[config.mk]
export PLATFORM = sky130hd
export DESIGN_NAME = mem_arbiter
export DESIGN_NICKNAME = d
export VERILOG_FILES = /design/src/rtl/mem_arbiter_pkg.sv /design/src/rtl/mem_arbiter.sv
export SDC_FILE = /design/constraint.sdc
export NUM_CORES = 1
export LEC_CHECK = 0
export CORE_ASPECT_RATIO = 1.2
export CORE_MARGIN = 2
export CORE_UTILIZATION = 45
export DETAILED_ROUTE_END_ITERATION = 16
export GPL_ROUTABILITY_DRIVEN = 0
export GPL_TIMING_DRIVEN = 0
export MAX_ROUTING_LAYER = met4
export PLACE_DENSITY = 0.79
export SYNTH_ARGS = -nofsm -noshare
export SYNTH_HDL_FRONTEND = slang
export SYNTH_SLANG_ARGS = --single-unit
[constraint.sdc]
create_clock -name clk -period 7 [get_ports clk]
set_input_delay 1.05 -clock clk [delete_from_list [all_inputs] [get_ports clk]]
set_output_delay 1.05 -clock clk [all_outputs]
set_load 0.01 [all_outputs]
[src/rtl/mem_arbiter_pkg.sv]
// Shared encodings for the byte-serial RAM port arbiter.
package mem_arbiter_pkg;

  typedef enum logic [1:0] {
    ST_IDLE  = 2'd0,
    ST_FETCH = 2'd1,
    ST_LOAD  = 2'd2,
    ST_STORE = 2'd3
  } arb_state_t;

  // Access length is encoded as bytes-1
  localparam logic [1:0] MemLen_Byte = 2'd0;
  localparam logic [1:0] MemLen_Half = 2'd1;
  localparam logic [1:0] MemLen_Word = 2'd3;

  localparam int RAMAddrLen = 32;

  localparam logic Enable  = 1'b1;
  localparam logic Disable = 1'b0;

  // The unused encoding 2 is promoted to a full word
  function automatic logic [1:0] norm_len(input logic [1:0] len);
    case (len)
      MemLen_Byte: return MemLen_Byte;
      MemLen_Half: return MemLen_Half;
      default:     return MemLen_Word;
    endcase
  endfunction

endpackage

[src/rtl/mem_arbiter.sv]
// Byte-wide RAM port shared by fetch and MEM (MEM wins); word read done grant+5, word store grant+4.
// rdy low freezes all state; every done is followed by one idle cycle before the next grant.
module mem_arbiter
  import mem_arbiter_pkg::*;
#(
  parameter int ADDR_W = RAMAddrLen,
  parameter int DATA_W = 32
) (
  input  logic              clk,
  input  logic              rst,
  input  logic              rdy,
  input  logic              flush,
  input  logic              if_req,
  input  logic [ADDR_W-1:0] if_addr,
  output logic              if_done,
  output logic [DATA_W-1:0] if_inst,
  input  logic              mem_req,
  input  logic              mem_we,
  input  logic [1:0]        mem_len,
  input  logic [ADDR_W-1:0] mem_addr,
  input  logic [DATA_W-1:0] mem_wdata,
  output logic              mem_done,
  output logic [DATA_W-1:0] mem_rdata,
  output logic              busy,
  input  logic [7:0]        ram_din,
  output logic [7:0]        ram_dout,
  output logic [ADDR_W-1:0] ram_a,
  output logic              ram_wr
);

  arb_state_t        state;
  logic [2:0]        cnt;
  logic [1:0]        len;
  logic [ADDR_W-1:0] base;
  logic [DATA_W-1:0] wdata;
  logic [DATA_W-1:0] asm_q;

  logic [2:0]        cnt_inc;
  logic [1:0]        lane_prev;
  logic [ADDR_W-1:0] addr_inc;
  logic [DATA_W-1:0] asm_next;
  logic              read_tail;
  logic              grant_ok;

  function automatic logic [DATA_W-1:0] put_byte(input logic [DATA_W-1:0] w,
                                                 input logic [1:0]        lane,
                                                 input logic [7:0]        b);
    logic [DATA_W-1:0] r;
    r = w;
    r[{lane, 3'b000} +: 8] = b;
    return r;
  endfunction

  function automatic logic [7:0] get_byte(input logic [DATA_W-1:0] w,
                                          input logic [1:0]        lane);
    return w[{lane, 3'b000} +: 8];
  endfunction

  // RAM read data lags the address by one cycle, so state cnt=k lands byte k-1
  always_comb begin
    cnt_inc   = cnt + 3'd1;
    lane_prev = cnt[1:0] - 2'd1;
    addr_inc  = base + ADDR_W'(cnt_inc);
    asm_next  = put_byte(asm_q, lane_prev, ram_din);
    read_tail = (cnt > {1'b0, len});
    grant_ok  = !if_done && !mem_done;
  end

  assign busy = (state != ST_IDLE);

  always_ff @(posedge clk) begin
    if (rst) begin
      state     <= ST_IDLE;
      cnt       <= 3'd0;
      len       <= MemLen_Byte;
      base      <= '0;
      wdata     <= '0;
      asm_q     <= '0;
      ram_a     <= '0;
      ram_dout  <= 8'h00;
      ram_wr    <= Disable;
      if_done   <= Disable;
      mem_done  <= Disable;
      if_inst   <= '0;
      mem_rdata <= '0;
    end else if (rdy) begin
      if_done  <= Disable;
      mem_done <= Disable;
      unique case (state)
        ST_IDLE: begin
          ram_wr <= Disable;
          if (grant_ok) begin
            if (mem_req) begin
              base  <= mem_addr;
              len   <= norm_len(mem_len);
              wdata <= mem_wdata;
              asm_q <= '0;
              cnt   <= 3'd0;
              ram_a <= mem_addr;
              if (mem_we) begin
                state    <= ST_STORE;
                ram_dout <= mem_wdata[7:0];
                ram_wr   <= Enable;
              end else begin
                state <= ST_LOAD;
              end
            end else if (if_req && !flush) begin
              state <= ST_FETCH;
              base  <= if_addr;
              len   <= MemLen_Word;
              asm_q <= '0;
              cnt   <= 3'd0;
              ram_a <= if_addr;
            end
          end
        end

        ST_FETCH, ST_LOAD: begin
          if (state == ST_FETCH && flush) begin
            state <= ST_IDLE;
            cnt   <= 3'd0;
          end else if (read_tail) begin
            state <= ST_IDLE;
            cnt   <= 3'd0;
            asm_q <= asm_next;
            if (state == ST_FETCH) begin
              if_inst <= asm_next;
              if_done <= Enable;
            end else begin
              mem_rdata <= asm_next;
              mem_done  <= Enable;
            end
          end else begin
            if (cnt != 3'd0) begin
              asm_q <= asm_next;
            end
            cnt <= cnt_inc;
            if (cnt < {1'b0, len}) begin
              ram_a <= addr_inc;
            end
          end
        end

        ST_STORE: begin
          if (cnt < {1'b0, len}) begin
            cnt      <= cnt_inc;
            ram_a    <= addr_inc;
            ram_dout <= get_byte(wdata, cnt_inc[1:0]);
            ram_wr   <= Enable;
          end else begin
            state    <= ST_IDLE;
            cnt      <= 3'd0;
            ram_wr   <= Disable;
            mem_done <= Enable;
          end
        end

        default: state <= ST_IDLE;
      endcase
    end
  end

endmodule
== Yosys cells after proc, flatten, opt, wreduce, memory -nomap -nowiden ==
Index checks and enable logic that the tools add are counted.
W data, S select, Z words.

* Reduce and logical (&&, ||, !) cells: 24
* Eq/ne operators: 14
* $add $sub $neg: 4
* Order comparisons: 2
* Shift-type cells: 3
* Bitwise operators: 2
* Multiplexer cells: 52

{| class="wikitable"
|+ Operators with widths
! kind !! number
|-
| $mux W32 || 12
|-
| $pmux W32 S3 || 1
|-
| $pmux W32 S2 || 1
|-
| $add A32 B3 Y32 || 1
|-
| $bwmux W32 || 1
|-
| $mux W8 || 4
|-
| $shift A8 B7 Y32 const A || 1
|-
| $shiftx A32 B6 Y8 || 1
|-
| $shiftx A8 B7 Y32 || 1
|-
| $reduce_and A5 Y1 || 4
|-
| $mux W3 || 6
|-
| $mux W2 || 8
|-
| $pmux W8 S2 || 1
|-
| $ne A2 B2 Y1 const B || 7
|-
| $mux W1 || 13
|-
| $reduce_and A6 Y1 || 2
|-
| $ne A3 B3 Y1 const B || 3
|-
| $pmux W3 S3 || 1
|-
| $reduce_and A4 Y1 || 2
|-
| $reduce_bool A2 Y1 || 4
|-
| $neg A5 Y7 || 1
|-
| $pmux W2 S3 || 1
|-
| $eq A2 B1 Y1 const B || 2
|-
| $eq A2 B2 Y1 const B || 2
|-
| 14 further kinds || 21
|}

* Register bits: 210
* Output and inout bits: 108
* Logic and storage cells: 114
* Input bits: 113

== Depth between registers and ports, before layout ==
Gate-level depths: netlist of run 1.

* Depth in word-level cells: 8
* Depth in mapped cells: 11
* Gate-level depth less buffers: 10

== Least setup slack after synthesis of run 1 ==
OpenSTA, ideal clock, no wires.

* Path kind: register -> register
* From: reg cnt[0]
* To: reg ram_a[30]
* Arrival time: 2.938 ns
* Period minus slack after synthesis: 3.060 ns
* Stages on the path, launching flop included: 12
* Slack: 3.940 ns
* Library setup time: 0.122 ns
* Data required time: 6.878 ns
* Path buffers: 1
* Cells stage by stage: dfxtp_1 inv_1 ha_1 inv_1 fa_1 nor2b_1 o2111ai_2 or4_1 clkbuf_1 o21a_1 o31ai_1 o21ai_1

* Word-level cells in the longest chain between the ends: 6
* Elaborated cells between the ends (all ways): 10
* Those cells by class: add/sub: 2; order compare: 2; eq/ne: 1; mux: 4; reduce/logical: 1

{| class="wikitable"
|+ Ends and longest elaborated chain
! item !! RTL line !! text
|-
| start: declaration || mem_arbiter.sv:32 || <nowiki>logic [2:0] cnt;</nowiki>
|-
| start signal: assignment || mem_arbiter.sv:137 || <nowiki>cnt <= cnt_inc;</nowiki>
|-
| start signal: assignment || mem_arbiter.sv:146 || <nowiki>cnt <= cnt_inc;</nowiki>
|-
| $add A3 B1 Y3 || mem_arbiter.sv:61 || <nowiki>cnt_inc = cnt + 3'd1;</nowiki>
|-
| $add A32 B3 Y32 || mem_arbiter.sv:63 || <nowiki>addr_inc = base + ADDR_W'(cnt_inc);</nowiki>
|-
| $mux W32 || mem_arbiter.sv:138, mem_arbiter.sv:145 ||
|-
| $mux W32 || mem_arbiter.sv:122 || <nowiki>end else if (read_tail) begin</nowiki>
|-
| $mux W32 || mem_arbiter.sv:119 || <nowiki>if (state == ST_FETCH && flush) begin</nowiki>
|-
| $pmux W32 S3 || mem_arbiter.sv:89 || <nowiki>unique case (state)</nowiki>
|-
| end signal: assignment || mem_arbiter.sv:99 || <nowiki>ram_a <= mem_addr;</nowiki>
|-
| end signal: assignment || mem_arbiter.sv:139 || <nowiki>ram_a <= addr_inc;</nowiki>
|-
| end signal: assignment || mem_arbiter.sv:147 || <nowiki>ram_a <= addr_inc;</nowiki>
|-
| end: declaration || mem_arbiter.sv:27 || <nowiki>output logic [ADDR_W-1:0] ram_a,</nowiki>
|}

Several ways; a longest one is shown, not always the timed one. The select of a mux whose other input is x is not followed.
A chain may end at the register's enable or synchronous reset.

== Final worst setup path of run 1 ==
* From: reg state[0]
* To: out busy

* Word-level cells in the longest chain between the ends: 1

{| class="wikitable"
|+ Ends and longest elaborated chain
! item !! RTL line !! text
|-
| start: declaration || mem_arbiter.sv:31 || <nowiki>arb_state_t state;</nowiki>
|-
| start signal: assignment || mem_arbiter.sv:73 || <nowiki>state <= ST_IDLE;</nowiki>
|-
| start signal: assignment || mem_arbiter.sv:101 || <nowiki>state <= ST_STORE;</nowiki>
|-
| start signal: assignment || mem_arbiter.sv:105 || <nowiki>state <= ST_LOAD;</nowiki>
|-
| $reduce_bool A2 Y1 || mem_arbiter.sv:69 || <nowiki>assign busy = (state != ST_IDLE);</nowiki>
|-
| end: declaration || mem_arbiter.sv:24 || <nowiki>output logic busy,</nowiki>
|}

Every way passes these cells.

==> results of run 1 <==
power by group:
group	internal, mW	switching [mW]	total (mW)
sequential	1.29	0.0692	1.36
clock	0.678	0.477	1.15
combinational	0.307	0.427	0.733
total	2.27	0.972	3.25
logic make-up after synthesis:
logic type | after synthesis | synth area share, %
AND/OR/NAND/NOR | 431 | 20.4
AO/OA/AOI/OAI | 299 | 20.5
flip-flops | 210 | 43.9
buffers and inverters | 108 | 4.49
multiplexers | 46 | 5.85
XOR/XNOR | 28 | 2.56
adder cells (fa/ha/maj) | 17 | 2.30
worst min-delay path by stage:
| stage | start | endpoint | slack, ps | depth (start not counted) |
|---|---|---|---|---|
| after floorplan | asm_q[25]$_SDFFE_PP0P_ | asm_q[25]$_SDFFE_PP0P_ | 430 | 2 |
| after CTS | asm_q[4]$_SDFFE_PP0P_ | asm_q[4]$_SDFFE_PP0P_ | 450 | 2 |
| final | asm_q[0]$_SDFFE_PP0P_ | asm_q[0]$_SDFFE_PP0P_ | 450 | 2 |
| after global placement | asm_q[3]$_SDFFE_PP0P_ | asm_q[3]$_SDFFE_PP0P_ | 430 | 2 |
| after global routing | asm_q[15]$_SDFFE_PP0P_ | asm_q[15]$_SDFFE_PP0P_ | 460 | 2 |
| after detailed placement | asm_q[4]$_SDFFE_PP0P_ | asm_q[4]$_SDFFE_PP0P_ | 440 | 2 |
sequential cells by signal (all words and copies together), names as in the netlist:
signal     cells
cnt            3
asm_q         32
wdata         32
mem_rdata     32
ram_dout       8
ram_a         32
mem_done       1
if_done        1
ram_wr         1
state          2
len            2
base          32
if_inst       32
area by class of cell:
cell class | instances | share of cell area, %
multi-input cells | 821 | 38.5
flip-flops and latches | 210 | 32.8
repair buffers | 220 | 17.2
clock buffers | 31 | 5.03
plain buffers | 89 | 2.80
well taps | 270 | 2.63
inverters | 19 | 0.556
clock inverters | 7 | 0.497
diodes | 3 | 0.0585
synth_stat cells, types with 2 or more instances:
| cell type | instances | area (sq um) |
|---|---|---|
| a211oi_1 | 106 | 796 |
| a21o_1 | 3 | 22.5 |
| a21oi_1 | 109 | 546 |
| a311oi_1 | 2 | 17.5 |
| a31oi_1 | 24 | 150 |
| and3_1 | 4 | 25.0 |
| and4_1 | 3 | 26.3 |
| buf_1 | 3 | 11.3 |
| buf_2 | 6 | 30.0 |
| buf_6 | 2 | 22.5 |
| clkbuf_1 | 76 | 285 |
| clkbuf_2 | 2 | 10.0 |
| dfxtp_1 | 210 | 4200 |
| ha_1 | 16 | 200 |
| inv_1 | 19 | 71.3 |
| mux2i_1 | 38 | 380 |
| mux4_2 | 8 | 180 |
| nand2_1 | 170 | 638 |
| nand2b_1 | 3 | 18.8 |
| nand3_1 | 10 | 50.1 |
| nand3b_1 | 6 | 45.0 |
| nand4_1 | 4 | 25.0 |
| nor2_1 | 129 | 484 |
| nor2b_1 | 44 | 275 |
| nor3_1 | 12 | 60.1 |
| nor4_1 | 6 | 37.5 |
| o2111ai_1 | 3 | 26.3 |
| o211ai_1 | 25 | 188 |
| o21a_1 | 4 | 30.0 |
| o21ai_0 | 9 | 45.0 |
| o21ai_1 | 3 | 15.0 |
| o31ai_1 | 3 | 22.5 |
| or3_1 | 33 | 206 |
| xnor2_1 | 14 | 123 |
| xor2_1 | 14 | 123 |
routing by layer:
layer,global-route usage [%],up-vias,share of wire [%]
met3,3.15,85,5.9
met1,32.9,4378,40
met5,-,-,0
met2,45.7,368,50
met4,12.7,0,4.4
li1,-,4505,-
through the flow:
| stage | cells | power (mW) |
|---|---|---|
| floorplan | 1139 | 1.77 |
| global placement | 1629 | 2.09 |
| detailed placement | 1629 | 2.10 |
| CTS | 1667 | 3.25 |
| global route | 1668 | 3.38 |
| finish | 1670 | 3.25 |
critical path, stage by stage (launching register included):
cell and delay (ps):
dfxtp_1 410, inv_1 90, ha_1 210, inv_1 100
clkbuf_1 600, clkdlybuf4s50_1 690
==> results by group, run 1 <==
Power and ir drop
  – P_leak: 4.43 nW
  – PwrDens: 253 nW/um^2
  – VDD IR-drop max: 175 uV

Layout
  – Design area: 12,800 sq um
  – Layout cells sized above 1: 4.15%
  – Final core utilization: 61.4%
  – FF/Latch Area: 4200 sq um
  – Layout fillers: 1,880
  – Layout area overhead: 34.0%
  – Commonest non-fill, non-tap cell in the layout: clkdlybuf4s50_1
  – Nets@finish: 1,513
  – Multi-input gate area: 4940 sq um
  – Leading cell types in the layout, fill and taps excluded: 220 x clkdlybuf4s50_1, 210 x dfxtp_1, 170 x nand2_1

Critical path
  – CP endpoint kind: output pin
  – Crit path max fanout: 10
  – Worst r2r dst: ram_a[26]$_SDFFE_PP0P_
  – R2R cell count: 11
  – Setup crit start kind: register
  – Critical path class: register to output pin
  – Critical Path Start: state[0]$_SDFFE_PP0P_
  – CP arrival: 2590 ps
  – CP required: 5950 ps
  – Critical R2R Launch: cnt[0]$_SDFFE_PP0P_
  – Worst reg2reg setup slack: 3360 ps
  – Crit path capture: busy

Place
  – Placed cell areas: 12,100 sq um
  – Dpl hpwl: 22.5 mm
  – Port Buffers: 220
  – Pre-CTS setup slack: 3160 ps

Clocking
  – Inserted Clock Buffers: 22
  – Root Driver: clkbuf_16
  – Clock tree from TritonCTS: built
  – Htree depth: 1
  – Clock Sinks: 210
  – CTS clk-pin slew, worst paths: 60 ps
  – Maximum clock path buffer count: 3
  – Hold buffers post-CTS: 0
  – Postcts setup bufs: 0
  – Post-CTS resize count: 0
  – Clk Latency, worst-skew pair: 500 ps

Synth
  – Post-synth net total: 1,269
  – Top_reg_cell synth: dfxtp_1
  – Asr flop ratio synth: 0%
  – #FFs+latches synth: 210
  – Syn Inst Count: 1,139
  – Post-synth EDFFs: 0
  – Mapped Area: 9580 sq um
  – Synthesized area per cell: 8.41 sq um
  – Synth unique cells: 51
  – Seq/Total Area, Yosys: 43.9%
  – Yosys warns: 0

Detailed routing
  – Pre-antenna DRT Iters: 5
  – Via density: 5.59
  – Total vias in the final route: 9,336
  – Post-route ant nets: 0
  – Drc violations: 0
  – Wire length per cell: 18.2 um
  – Final WL: 30.3 mm
  – Iter 0 DRT Violations: 602

Floorplan
  – Top Ports: 221
  – Core Area: 20,900 sq um
  – Chip width: 137 um
  – Die height: 164 um
  – Cell Rows: 58
  – Die area: 22,500 sq um
  – Initial Utilization: 45.8%

STA
  – Period minus WS final: 3640 ps
  – Highest Clock Rate: 0.274 GHz
  – Clock Skew: 15.3 ps
  – Final setup viols: 0
  – Worst setup margin: 3360 ps
  – Final Slew Violations: 0
  – Total negative setup slack: 0 ps
  – WHS: 447 ps
  – Fin crit share: 52.1%
  – Worst slew margin: 36.1%
  – Worst Tran Pin Value: 958 ps
  – RSZ-0062 raised after global routing: no
  – Final hold viol count: 0

GRT
  – First-pass GRT wire length: 47.4 mm
  – Vias in the first global route: 9,225
  – Initial antenna violation count: 1
  – All-layer global routing usage: 27.3%
  – Largest net degree at the start of global routing: 14
  – Grt ovf: 0

Run
  – Max-cap check violation count: 0

Min path
  – HP Class: register to register

Status
  – Outcome: complete, no violations
No activity file was read; power rests on OpenSTA's default activity.
==> run 2: changes to the inputs <==
--- a/config.mk
+++ b/config.mk
@@ -12,7 +12,7 @@
 export GPL_ROUTABILITY_DRIVEN = 0
 export GPL_TIMING_DRIVEN = 0
 export MAX_ROUTING_LAYER = met4
-export PLACE_DENSITY = 0.79
+export PLACE_DENSITY = 0.82
 export SYNTH_ARGS = -nofsm -noshare
 export SYNTH_HDL_FRONTEND = slang
 export SYNTH_SLANG_ARGS = --single-unit
==> constraint.sdc (replaced) <==
create_clock -name clk -period 3.1 [get_ports clk]
set_input_delay 0.465 -clock clk [delete_from_list [all_inputs] [get_ports clk]]
set_output_delay 0.465 -clock clk [all_outputs]
set_load 0.01 [all_outputs]
==> run 2 against run 1 <==
  * Global-route usage increased by 0.32 points
  * First-iteration DRC count increased by 0.66%
  * Clock skew rose by 1.4 ps
  * Routed wire length rose by 0.51%
  * Non-clock buffer count up 3
  * Count of clock-buffer cells in the layout shrank 2
  * Largest cell class unchanged
  * Critical endpoint is now ram_a[26]$_SDFFE_PP0P_
  * Largest power group unchanged
  * Critical path depth is 5 higher
  * Worst setup slack got worse by 3300 ps
==> results by group, run 2 (synthesis results as in run 1) <==
Status
  – Outcome: complete, no violations

Critical path
  – Worst r2r dst: ram_a[26]$_SDFFE_PP0P_
  – Crit path max fanout: 7 (-3)
  – Critical R2R Launch: cnt[1]$_SDFFE_PP0P_
  – Critical path class: register to register
  – R2R cell count: 10 (-1)
  – CP required: 3490 ps (-2460 ps)
  – CP arrival: 3380 ps (+790 ps)
  – CP endpoint kind: register
  – Crit path capture: ram_a[26]$_SDFFE_PP0P_
  – Critical Path Start: cnt[1]$_SDFFE_PP0P_
  – Worst reg2reg setup slack: 110 ps (-3250 ps)
  – Setup crit start kind: register

GRT
  – Initial antenna violation count: 0 (-1)
  – Largest net degree at the start of global routing: 16 (+2)
  – Met3 usage: 3.55% (+0.40 points)
  – GRT Max-Usage Layer: met2
  – Met2 usage: 47.2% (+1.6 points)
  – Vias in the first global route: 9,442 (+2.4%)
  – All-layer global routing usage: 27.7% (+0.32 points)
  – First-pass GRT wire length: 47.9 mm (+1.2%)
  – Grt ovf: 0 (unchanged)
  – Met1 Resource Use GR: 31.7% (-1.1 points)

Clocking
  – Htree depth: 1 (unchanged)
  – Hold buffers post-CTS: 0 (unchanged)
  – Inserted Clock Buffers: 21 (-4.5%)
  – Clock tree from TritonCTS: built
  – Root Driver: clkbuf_16
  – Clk Latency, worst-skew pair: 510 ps (about the same)
  – CTS clk-pin slew, worst paths: 70 ps (about the same)
  – Clock Sinks: 210 (unchanged)
  – Maximum clock path buffer count: 3 (unchanged)

STA
  – Clock Skew: 16.7 ps (+1.45 ps)
  – Final Slew Violations: 0 (unchanged)
  – Highest Clock Rate: 0.334 GHz
  – WHS: 447 ps (-0.593 ps)
  – Total negative setup slack: 0 ps (unchanged)
  – RSZ-0062 raised after global routing: no
  – Worst slew margin: 33.1% (-3.1 points)
  – Final hold viol count: 0 (unchanged)
  – Final setup viols: 0 (unchanged)
  – Worst Tran Pin Value: 996 ps (+38.6 ps)
  – Period minus WS final: 2990 ps
  – Fin crit share: 96.6%

Detailed routing
  – Final WL: 30.5 mm (+0.51%)
  – Pre-antenna DRT Iters: 6 (+1)
  – Drc violations: 0 (unchanged)
  – Post-route ant nets: 0 (unchanged)
  – Total vias in the final route: 9,466 (+1.4%)
  – Wire length per cell: 18.2 um (+0.45%)
  – Iter 0 DRT Violations: 606 (+0.66%)
  – Via density: 5.66 (+1.3%)

Floorplan
  – Die area: 22,500 sq um (unchanged)
  – Initial Utilization: 45.8% (unchanged)
  – Die height: 164 um (unchanged)
  – Chip width: 137 um (unchanged)
  – Cell Rows: 58 (unchanged)
  – Core Area: 20,900 sq um (unchanged)
  – Top Ports: 221 (unchanged)

Min path
  – HP Class: register to register
  – Hold path cells: 2 (unchanged)

Layout
  – Commonest non-fill, non-tap cell in the layout: clkdlybuf4s50_1
  – Nets@finish: 1,515 (+0.13%)
  – Layout area overhead: 35.3%
  – Leading cell types in the layout, fill and taps excluded: 220 x clkdlybuf4s50_1, 208 x dfxtp_1, 170 x nand2_1
  – Layout cells sized above 1: 5.22% (+1.1 points)

Power and ir drop
  – PwrDens: 581 nW/um^2 (+130%)
  – P_leak: 4.48 nW (+1.0%)
  – VDD IR-drop max: 433 uV (+150%)

Run
  – Max-cap check violation count: 0 (unchanged)

Place
  – Port Buffers: 220 (unchanged)
  – Dpl hpwl: 22.8 mm (+1.1%)
==> run 2: repair_timing <==
item                       4_1_cts  5_1_grt
setup endpoints to repair       14       59
buffers inserted                 0        4
pin swaps                        1        2
hold endpoints to repair         0        0
gates resized for setup          8       10
==> run 2: worst min path at each step <==
| stage | start | endpoint | slack (ps) |
|---|---|---|---|
| floorplan | asm_q[25]$_SDFFE_PP0P_ | asm_q[25]$_SDFFE_PP0P_ | 430 |
| global placement | asm_q[4]$_SDFFE_PP0P_ | asm_q[4]$_SDFFE_PP0P_ | 430 |
| detailed placement | asm_q[23]$_SDFFE_PP0P_ | asm_q[23]$_SDFFE_PP0P_ | 440 |
| CTS | asm_q[23]$_SDFFE_PP0P_ | asm_q[23]$_SDFFE_PP0P_ | 450 |
| global route | asm_q[0]$_SDFFE_PP0P_ | asm_q[0]$_SDFFE_PP0P_ | 470 |
| finish | asm_q[11]$_SDFFE_PP0P_ | asm_q[11]$_SDFFE_PP0P_ | 450 |
==> run 2: layout make-up <==
cell class                 instances  area [sq um]
fill                            1755          7940
multi-input combinational        821          4990
sequential                       210          4210
timing repair buffer             224          2230
clock buffer                      29           606
buffer                            88           359
tap                              270           338
clock inverter                     8           146
inverter                          19          71.3
antenna                            2          5.00
==> run 2: critical path, stage by stage (launching register included) <==
cell       delay, ps
dfxtp_2          390
inv_1            120
ha_4             310
inv_1            100
fa_2             410
nor2b_4          190
o2111ai_4        210
or4_4            640
o21a_1           200
o31ai_1          240
o21ai_1           80
==> run 2: layer usage <==
| layer | vias up | part of all wire (%) |
|---|---|---|
| met1 | 4396 | 38 |
| li1 | 4517 | - |
| met4 | 0 | 5.2 |
| met3 | 104 | 7.4 |
| met5 | - | 0 |
| met2 | 449 | 49 |
==> run 2: through the flow <==
| step | power, mW | instance area [sq um] | setup slack [ps] | cells | util [%] |
|---|---|---|---|---|---|
| after floorplan | 4.00 | 9580 | 39.7 | 1139 | - |
| after global placement | 4.72 | 12100 | -457 | 1629 | 58.0 |
| after detailed placement | 4.74 | 12100 | -559 | 1629 | 58.0 |
| after CTS | 7.51 | 12900 | 67.2 | 1665 | 61.7 |
| after global routing | 7.81 | 13000 | 12.6 | 1669 | 62.0 |
| final | 7.53 | 13000 | 105 | 1671 | 62.0 |
==> run 2: power breakdown <==
group          leakage [nW]  switching, mW  internal (mW)
Combinational          2.40          0.963          0.698
Sequential             1.71          0.156           2.91
Clock                 0.367           1.10           1.70
